==> config.mk <==
export PLATFORM = sky130hd
export DESIGN_NAME = vram_port
export DESIGN_NICKNAME = d
export VERILOG_FILES = /design/src/rtl/vram_port_pkg.sv /design/src/rtl/vram_wq.sv /design/src/rtl/vram_port.sv
export SDC_FILE = /design/constraint.sdc
export NUM_CORES = 1
export LEC_CHECK = 0
export ABC_AREA = 1
export BUFFER_PORTS_ARGS = -buffer_cell sky130_fd_sc_hd__buf_2
export CORE_MARGIN = 2
export CORE_UTILIZATION = 37
export DETAILED_ROUTE_END_ITERATION = 10
export GPL_TIMING_DRIVEN = 0
export HOLD_SLACK_MARGIN = 0.12
export PLACE_DENSITY = 0.62
export SETUP_SLACK_MARGIN = 0.15
export SLEW_MARGIN = 15
export SYNTH_ARGS = -nofsm -noshare
export SYNTH_HDL_FRONTEND = slang
export SYNTH_HIERARCHICAL = 1
export SYNTH_SLANG_ARGS = --single-unit
==> constraint.sdc <==
create_clock -name clk -period 2.9 [get_ports clk]
set_input_delay 0.435 -clock clk [delete_from_list [all_inputs] [get_ports clk]]
set_output_delay 0.435 -clock clk [all_outputs]
set_load 0.01 [all_outputs]
==> src/rtl/vram_port_pkg.sv <==
// Shared definitions for the VRAM arbitration port and the tile fetcher.
// Holds the CPU read sequencer state encoding and the default map geometry.
package vram_port_pkg;

    localparam int unsigned VRAM_AW = 12;
    localparam int unsigned VRAM_DW = 8;

    typedef enum logic [1:0] {
        RD_IDLE,
        RD_DRAIN,
        RD_ISSUE,
        RD_RESP
    } rd_state_e;

endpackage

==> src/rtl/vram_wq.sv <==
// Synchronous FIFO buffering CPU writes until a free RAM slot appears.
// Push is refused when full, pop is refused when empty; both may occur together.
module vram_wq #(
    parameter int unsigned DEPTH = 4,
    parameter int unsigned WIDTH = 20,
    localparam int unsigned PW   = (DEPTH > 1) ? $clog2(DEPTH) : 1,
    localparam int unsigned CW   = $clog2(DEPTH) + 1
) (
    input  logic             clk_i,
    input  logic             rst_ni,
    input  logic             push_i,
    input  logic [WIDTH-1:0] din_i,
    input  logic             pop_i,
    output logic [WIDTH-1:0] dout_o,
    output logic             full_o,
    output logic             empty_o,
    output logic [CW-1:0]    count_o
);

    logic [WIDTH-1:0] mem_q [DEPTH];
    logic [PW-1:0]    wr_ptr_q, wr_ptr_d;
    logic [PW-1:0]    rd_ptr_q, rd_ptr_d;
    logic [CW-1:0]    count_q, count_d;
    logic             push_ok, pop_ok;

    assign full_o  = (count_q == CW'(DEPTH));
    assign empty_o = (count_q == '0);
    assign count_o = count_q;
    assign dout_o  = mem_q[rd_ptr_q];

    assign push_ok = push_i && !full_o;
    assign pop_ok  = pop_i && !empty_o;

    // DEPTH is a power of two, so pointers wrap by natural overflow.
    always_comb begin
        wr_ptr_d = wr_ptr_q;
        rd_ptr_d = rd_ptr_q;
        count_d  = count_q;
        if (push_ok) begin
            wr_ptr_d = wr_ptr_q + PW'(1);
        end
        if (pop_ok) begin
            rd_ptr_d = rd_ptr_q + PW'(1);
        end
        case ({push_ok, pop_ok})
            2'b10:   count_d = count_q + CW'(1);
            2'b01:   count_d = count_q - CW'(1);
            default: count_d = count_q;
        endcase
    end

    always_ff @(posedge clk_i) begin
        if (push_ok) begin
            mem_q[wr_ptr_q] <= din_i;
        end
    end

    always_ff @(posedge clk_i or negedge rst_ni) begin
        if (!rst_ni) begin
            wr_ptr_q <= '0;
            rd_ptr_q <= '0;
            count_q  <= '0;
        end else begin
            wr_ptr_q <= wr_ptr_d;
            rd_ptr_q <= rd_ptr_d;
            count_q  <= count_d;
        end
    end

endmodule

==> src/rtl/vram_port.sv <==
// Single-port VRAM arbiter: video reads, then CPU reads, then queued CPU writes.
// Video latency is fixed; CPU reads drain the write queue before issuing.
module vram_port
    import vram_port_pkg::*;
#(
    parameter int unsigned AW       = VRAM_AW,
    parameter int unsigned DW       = VRAM_DW,
    parameter int unsigned WQ_DEPTH = 4
) (
    input  logic          clk,
    input  logic          reset_n,
    input  logic          vid_req,
    input  logic [AW-1:0] vid_addr,
    output logic [DW-1:0] vid_data,
    output logic          vid_valid,
    input  logic          cpu_we,
    input  logic          cpu_rd,
    input  logic [AW-1:0] cpu_addr,
    input  logic [DW-1:0] cpu_wdata,
    output logic          cpu_wait,
    output logic [DW-1:0] cpu_rdata,
    output logic          cpu_rvalid,
    output logic [AW-1:0] mem_addr,
    output logic [DW-1:0] mem_wdata,
    output logic          mem_we,
    input  logic [DW-1:0] mem_rdata
);

    localparam int unsigned CW = $clog2(WQ_DEPTH) + 1;

    rd_state_e        rd_state_q;
    logic [AW-1:0]    rd_addr_q;
    logic [DW-1:0]    cpu_rdata_q;
    logic             cpu_rvalid_q;
    logic             vid_pend_q;
    logic [DW-1:0]    vid_data_q;
    logic             vid_valid_q;

    logic             wq_push, wq_pop, wq_full, wq_empty;
    logic [CW-1:0]    wq_count;
    logic [AW+DW-1:0] wq_head;
    logic             rd_issue, rd_accept;

    assign cpu_wait  = (wq_count == CW'(WQ_DEPTH)) || (rd_state_q != RD_IDLE);
    assign rd_issue  = (rd_state_q == RD_ISSUE) && !vid_req;
    assign wq_pop    = !vid_req && !rd_issue && !wq_empty;
    assign wq_push   = cpu_we && !cpu_wait && !wq_full;
    assign rd_accept = cpu_rd && !cpu_we && !cpu_wait;

    vram_wq #(
        .DEPTH (WQ_DEPTH),
        .WIDTH (AW + DW)
    ) u_wq (
        .clk_i   (clk),
        .rst_ni  (reset_n),
        .push_i  (wq_push),
        .din_i   ({cpu_addr, cpu_wdata}),
        .pop_i   (wq_pop),
        .dout_o  (wq_head),
        .full_o  (wq_full),
        .empty_o (wq_empty),
        .count_o (wq_count)
    );

    // One RAM slot per cycle; idle slots drive zeros with the write strobe low.
    always_comb begin
        mem_addr  = '0;
        mem_wdata = '0;
        mem_we    = 1'b0;
        if (vid_req) begin
            mem_addr = vid_addr;
        end else if (rd_issue) begin
            mem_addr = rd_addr_q;
        end else if (wq_pop) begin
            mem_addr  = wq_head[AW+DW-1:DW];
            mem_wdata = wq_head[DW-1:0];
            mem_we    = 1'b1;
        end
    end

    always_ff @(posedge clk or negedge reset_n) begin
        if (!reset_n) begin
            vid_pend_q  <= 1'b0;
            vid_data_q  <= '0;
            vid_valid_q <= 1'b0;
        end else begin
            vid_pend_q  <= vid_req;
            vid_valid_q <= vid_pend_q;
            if (vid_pend_q) begin
                vid_data_q <= mem_rdata;
            end
        end
    end

    always_ff @(posedge clk or negedge reset_n) begin
        if (!reset_n) begin
            rd_state_q   <= RD_IDLE;
            rd_addr_q    <= '0;
            cpu_rdata_q  <= '0;
            cpu_rvalid_q <= 1'b0;
        end else begin
            cpu_rvalid_q <= 1'b0;
            case (rd_state_q)
                RD_IDLE: begin
                    if (rd_accept) begin
                        rd_addr_q  <= cpu_addr;
                        rd_state_q <= RD_DRAIN;
                    end
                end
                RD_DRAIN: begin
                    if (wq_empty) begin
                        rd_state_q <= RD_ISSUE;
                    end
                end
                RD_ISSUE: begin
                    if (rd_issue) begin
                        rd_state_q <= RD_RESP;
                    end
                end
                RD_RESP: begin
                    cpu_rdata_q  <= mem_rdata;
                    cpu_rvalid_q <= 1'b1;
                    rd_state_q   <= RD_IDLE;
                end
                default: rd_state_q <= RD_IDLE;
            endcase
        end
    end

    assign vid_data   = vid_data_q;
    assign vid_valid  = vid_valid_q;
    assign cpu_rdata  = cpu_rdata_q;
    assign cpu_rvalid = cpu_rvalid_q;

endmodule

* Word-level counts from Yosys, hierarchy flattened *
Memories as Yosys holds them, arrays and structs flattened.
Index checks and enable logic that the tools add are counted.

word-level totals
  output and inout port bits = 40
  bits in registers = 40
  input port bits = 45
  memories kept = 1
  memory bits (writable) = 80
  logic and storage cells = 63

memory list
  name        words  width  read ports  clocked after Yosys merged registers in  wr ports  line           RTL
  u_wq.mem_q  4      20     1           0                                        1         vram_wq.sv:20  logic [WIDTH-1:0] mem_q [DEPTH];

operators by class
  reductions and logical operators = 22
  muxes and demuxes = 17
  equality and inequality tests = 9
  add/sub/neg operators = 4

operators by type and width
  cell                   count
  $mux W12               3
  $mux W8                3
  $logic_and A1 B1 Y1    9
  $pmux W2 S4            1
  $eq A2 B2 Y1 const B   3
  $logic_not A1 Y1       6
  $mux W1                6
  $mux W2                3
  $pmux W3 S2            1
  $add A2 B1 Y2 const B  2
  $eq A2 B1 Y1 const B   2
  $ne A2 B2 Y1 const B   2
  $reduce_bool A2 Y1     2
  $add A3 B1 Y3 const B  1
  $eq A3 B3 Y1 const B   1
  $logic_not A3 Y1       1
  $reduce_and A3 Y1      1
  $sub A3 B1 Y3 const B  1
  $logic_not A2 Y1       1
  $ne A2 B1 Y1 const B   1
  $reduce_and A2 Y1      1
  $logic_or A1 B1 Y1     1

* Depth between registers and ports, before layout *
  depth in word-level cells = 8
  gate-level depth with buffers = 17
  depth with buffers taken out = 16

* Modules after synthesis *
The synthesis kept the hierarchy.

modules (own cells, without submodules)
  module     area each (um^2)  instances  cells an instance  seq. area each (um^2)
  vram_wq    3649.8            1          294                2577.5
  vram_port  1645.3            1          187                825.8

* Least setup slack after synthesis *
Ideal clock, no wire load.

  path kind = reg2reg
  start point = register rd_state_q[0]
  end point = memory u_wq.mem_q[0][0], enable pin
  path buffers = 0
  clock period less this slack = 2.555 ns
  data required time = 2.503 ns
  library setup time = 0.397 ns
  slack = 0.345 ns
  arrival time = 2.158 ns
  cell stages (with the launch flop) = 7
  cells stage by stage = dfrtp_1 > inv_1 > ha_1 > nand2_1 > nor3b_1 > nand2_2 > nor2_1

on the way
  word-level cells in the longest chain between the ends = 8

ends and longest elaborated chain
  element                            line              RTL
  from (decl)                        vram_port.sv:31   rd_state_e rd_state_q;
  from (signal assigned)             vram_port.sv:97   rd_state_q <= RD_IDLE;
  from (signal assigned)             vram_port.sv:107  rd_state_q <= RD_DRAIN;
  from (signal assigned)             vram_port.sv:112  rd_state_q <= RD_ISSUE;
  $reduce_bool A2 Y1                 vram_port.sv:44   assign cpu_wait = (wq_count == CW'(WQ_DEPTH)) || (rd_state_q != RD_IDLE);
  $logic_or A1 B1 Y1                 vram_port.sv:44
  via cpu_wait                       vram_port.sv:20   output logic cpu_wait,
  $logic_not A1 Y1                   vram_port.sv:47   assign wq_push = cpu_we && !cpu_wait && !wq_full;
  $logic_and A1 B1 Y1 (2 in series)  vram_port.sv:47
  via wq_push                        vram_port.sv:39   logic wq_push, wq_pop, wq_full, wq_empty;
  $logic_and A1 B1 Y1                vram_wq.sv:31     assign push_ok = push_i && !full_o;
  $mux W1                            vram_wq.sv:53     if (push_ok) begin
  $mux W1 (implied by the code)      vram_wq.sv:54     mem_q[wr_ptr_q] <= din_i;
  to (decl)                          vram_wq.sv:20

The timed path passes the listed nets, and every way through them passes these cells.

* Final worst setup path *
  start point = register rd_state_q[0]
  end point = register u_wq.count_q[1], in the netlist u_wq/count_o[1]

on the way
  word-level cells in the longest chain between the ends = 8
  elaborated cells on any way between the ends = 16
  classes of those cells = eq/ne (3); mux (1); reduce/logical (12)

ends and longest elaborated chain
  element                                            line             RTL
  $reduce_bool A2 Y1 (*)                             vram_port.sv:44
  $logic_or A1 B1 Y1 (*)                             vram_port.sv:44
  $logic_not A1 Y1 (*)                               vram_port.sv:47
  $logic_and A1 B1 Y1 (*) (2 in series)              vram_port.sv:47
  via wq_push                                        vram_port.sv:39
  $logic_and A1 B1 Y1 (*)                            vram_wq.sv:31
  $eq A2 B1 Y1 or $eq A2 B2 Y1 (tied branches)       vram_wq.sv:45    case ({push_ok, pop_ok})
  $pmux W3 S2 or $reduce_bool A2 Y1 (tied branches)  n/a
  to (signal assigned)                               vram_wq.sv:66    count_q <= count_d;
  to (decl)                                          vram_wq.sv:23    logic [CW-1:0] count_q, count_d;

Mark *: on every way through the listed nets, which the timed path passes. The rest lies on a longest branch.
A chain may end at the register's enable or synchronous reset.

==> qor.yml <==
synth_top_family_by_area: "simple AND/OR/NAND/NOR gates"
p_int_mw: 4.535
clkTransAtPathRegs_ns: 0.05
cp-end-kind: "register"
fin_setup_tns_ns: 0
rsz0062_at_grt: "false"
wl_per_cell_um: 15.11
cts-root-buf: "clkbuf_16"
synth_seq_cells: 120
final_area_um2: 6603
synth_edf_count: 80
numCtsBuffers: 17
synth_top_area_cell: "edfxtp_1"
grt-ovfl-total: 0
hold_viol: 0
finalPower_mw: 6.788
die_h_um: 123.6
highest_layer: "met5"
syn_inst: 481
htree_levels: 4
fin_ws_ns: 0.3480
hpwl_mm: 7.679
async_flop_share_pct: 33.33
power_leakage_nw: 3.040
whs_ns: 0.1541
fin_crit_ns: 2.552
ctsHoldBuffers: 0
cp.required_ns: 3.22
grt_start_max_net_pins: 41
fmax_mhz: 391.8
cts_tree: "yes"
vias: 3583
rows: 43
hp-class: "input port to async pin"
cp_max_fo: 7
routed_wl_mm: 11.74
viasPerCell: 4.611
clockBufferDepth: 2
antenna_left: 0
syn_area_um2: 5295
wl_met3_um: 620
nets: 639
die_area_um2: 15280
finClkSkew_ns: 0.01681
globalRouteTotalUtil_pct: 16.30
synth-compound-area-share_pct: 7.183
place.port_buffers: 84
pwr-share-seq_pct: 34.9
ios: 85
critPathLaunchType: "register"
peakVddDrop_mv: 0.4567
first_iter_violations: 263
place_inst: 745
gp_congestion: 0.7445
synth.area.mux_share_pct: 3.403
wl_met1_mm: 5.091
seq_area_frac_synth_pct: 64.27
synth-xor-area-share_pct: 0.1654
yosys.area_share.adder_pct: 2.505
syn2layout_area_growth_pct: 24.69
synth_top_area_share_pct: 45.37
synth.area.top_cells: "edfxtp_1 (45%), dfrtp_1 (19%), nand2_1 (9.4%)"
instances_no_fill: 777
drcViolationCount: 0
clkPwrFrac_pct: 32.1
antenna_found_initial: 1
switching_share_pct: 33.20
wl_met2_mm: 5.848
first_pass_iters: 4
place_ws_ns: 0.3572
switchingPower_mw: 2.254
grt_pass1_vias: 3508
die_w_um: 123.6
synth_area_per_cell_um2: 11.01
placed_area_um2: 5971
powerDensity_nw_per_um2: 1028
yosysWarnings: 6
grt_pass1_wl_mm: 18.13
drive_gt1_share_pct: 27.30
arrival_ns: 2.87
clock_latency_ns: 0.41
maxCapViolCount: 0
slew-limit-headroom_pct: 39.16
synthFlopType: "edfxtp_1"
comb_power_share_pct: 33.0
final-setup-viol-count: 0
worstMarginPinSlew_ns: 0.9126
synth.most_common_cell: "nand2_1"
core-area_um2: 13930
num-fill-cells: 1274
synth_cell_types: 26
n_antenna_cell: 0
slew_viol_final: 0
status: "complete, no violations"
synth_commonest_cells: "nand2_1 (133), edfxtp_1 (80), inv_1 (80)"
fin_crit_sh_pct: 88.00
crit_type: "register to register"
syn_nets: 536
cts_sinks: 120
synth-simple-area-share_pct: 13.45
initial_utilization_pct: 38.00
final_core_util_pct: 47.38
==> cell families after synthesis <==
logic type                 after synthesis
AOI/OAI and AO/OA                       54
xor gates and xnor gates                 1
adders and majority gates               10
buffers and inverters                  104
DFF                                    120
muxes                                   16
and+or+nand+nor                        176
==> cell usage in the layout (no fill, tap or decap), drive strengths merged <==
| master | netlist | routed |
|---|---|---|
| a22oi | 1 | 1 |
| buf | 18 | 102 |
| bufinv | 0 | 4 |
| clkbuf | 1 | 24 |
| clkinv | 0 | 4 |
| clkinvlp | 0 | 1 |
| dfrtp | 40 | 40 |
| edfxtp | 80 | 80 |
| fa | 1 | 1 |
| ha | 9 | 9 |
| inv | 85 | 85 |
| mux2 | 16 | 16 |
| nand2 | 135 | 135 |
| nand3 | 22 | 22 |
| nand4 | 1 | 1 |
| nor2 | 16 | 16 |
| nor3b | 1 | 1 |
| o211ai | 40 | 40 |
| o21ai | 13 | 13 |
| or2 | 1 | 1 |
| xnor2 | 1 | 1 |
==> layer usage <==
metal / global-route usage, % / up-vias
met3: 5.311 / 13
li1: - / 1784
met5: 0 / -
met4: 5.966 / 2
met2: 26.85 / 92
met1: 20.06 / 1692
==> power groups by stage <==
stage	sequential, mW	clock [mW]	combinational, mW
6_report	2.37	2.18	2.24
5_1_grt	2.40	2.30	2.52
4_1_cts	2.36	2.23	2.26
3_5_place_dp	2.39	0	2.25
3_3_place_gp	2.38	0	2.14
2_1_floorplan	2.39	0	1.47
==> timing repair <==
item                                    CTS  global route
resized for setup                         0             2
buffers inserted                          0             0
endpoints found under the setup margin    0             1
==> worst paths after layout <==
| kind | start | end | slack, ns | cells past startpoint |
|---|---|---|---|---|
| max in group asynchronous | reset_n | rd_addr_q[1] | 2.16 | 1 |
| min | reset_n | cpu_rdata[2] | 0.15 | 1 |
| max reg2reg | rd_state_q[0] | u_wq/count_o[1] | 0.35 | 9 |
| max | rd_state_q[0] | u_wq/count_o[1] | 0.35 | 9 |
| min in group clk | cpu_wdata[1] | u_wq/mem_q[3][1] | 0.25 | 1 |
| min reg2reg | vid_pend_q | vid_valid | 0.38 | 0 |
==> area by class of cell <==
class / instances / area, um^2 / share of cell area, %
plain buffers: 19 / 158.9 / 2.407
inverters: 85 / 319.1 / 4.832
well taps: 180 / 225.2 / 3.411
multi-input cells: 257 / 1451 / 21.98
clock buffers: 23 / 478.0 / 7.239
clock inverters: 9 / 146.4 / 2.217
repair buffers: 84 / 420.4 / 6.367
flip-flops and latches: 120 / 3403 / 51.54
==> flip-flops by register name, summed over array words and instances (netlist names) <==
register and flops:
u_wq/count_o 3, cpu_rdata 8, u_wq/wr_ptr_q 2, rd_addr_q 12, vid_data 8, u_wq/mem_q 80
rd_state_q 2, vid_pend_q 1, vid_valid 1, cpu_rvalid 1, u_wq/rd_ptr_q 2
==> worst max-delay path, stage by stage, from the launching register on <==
cell and delay [ns]:
dfrtp_1 0.42, inv_1 0.11, ha_1 0.25, nand2_1 0.09, nor3b_1 0.40, nand2_2 0.27
ha_1 0.28, inv_1 0.09, fa_1 0.41, o21ai_0 0.16
No activity file was read; power rests on OpenSTA's default activity.
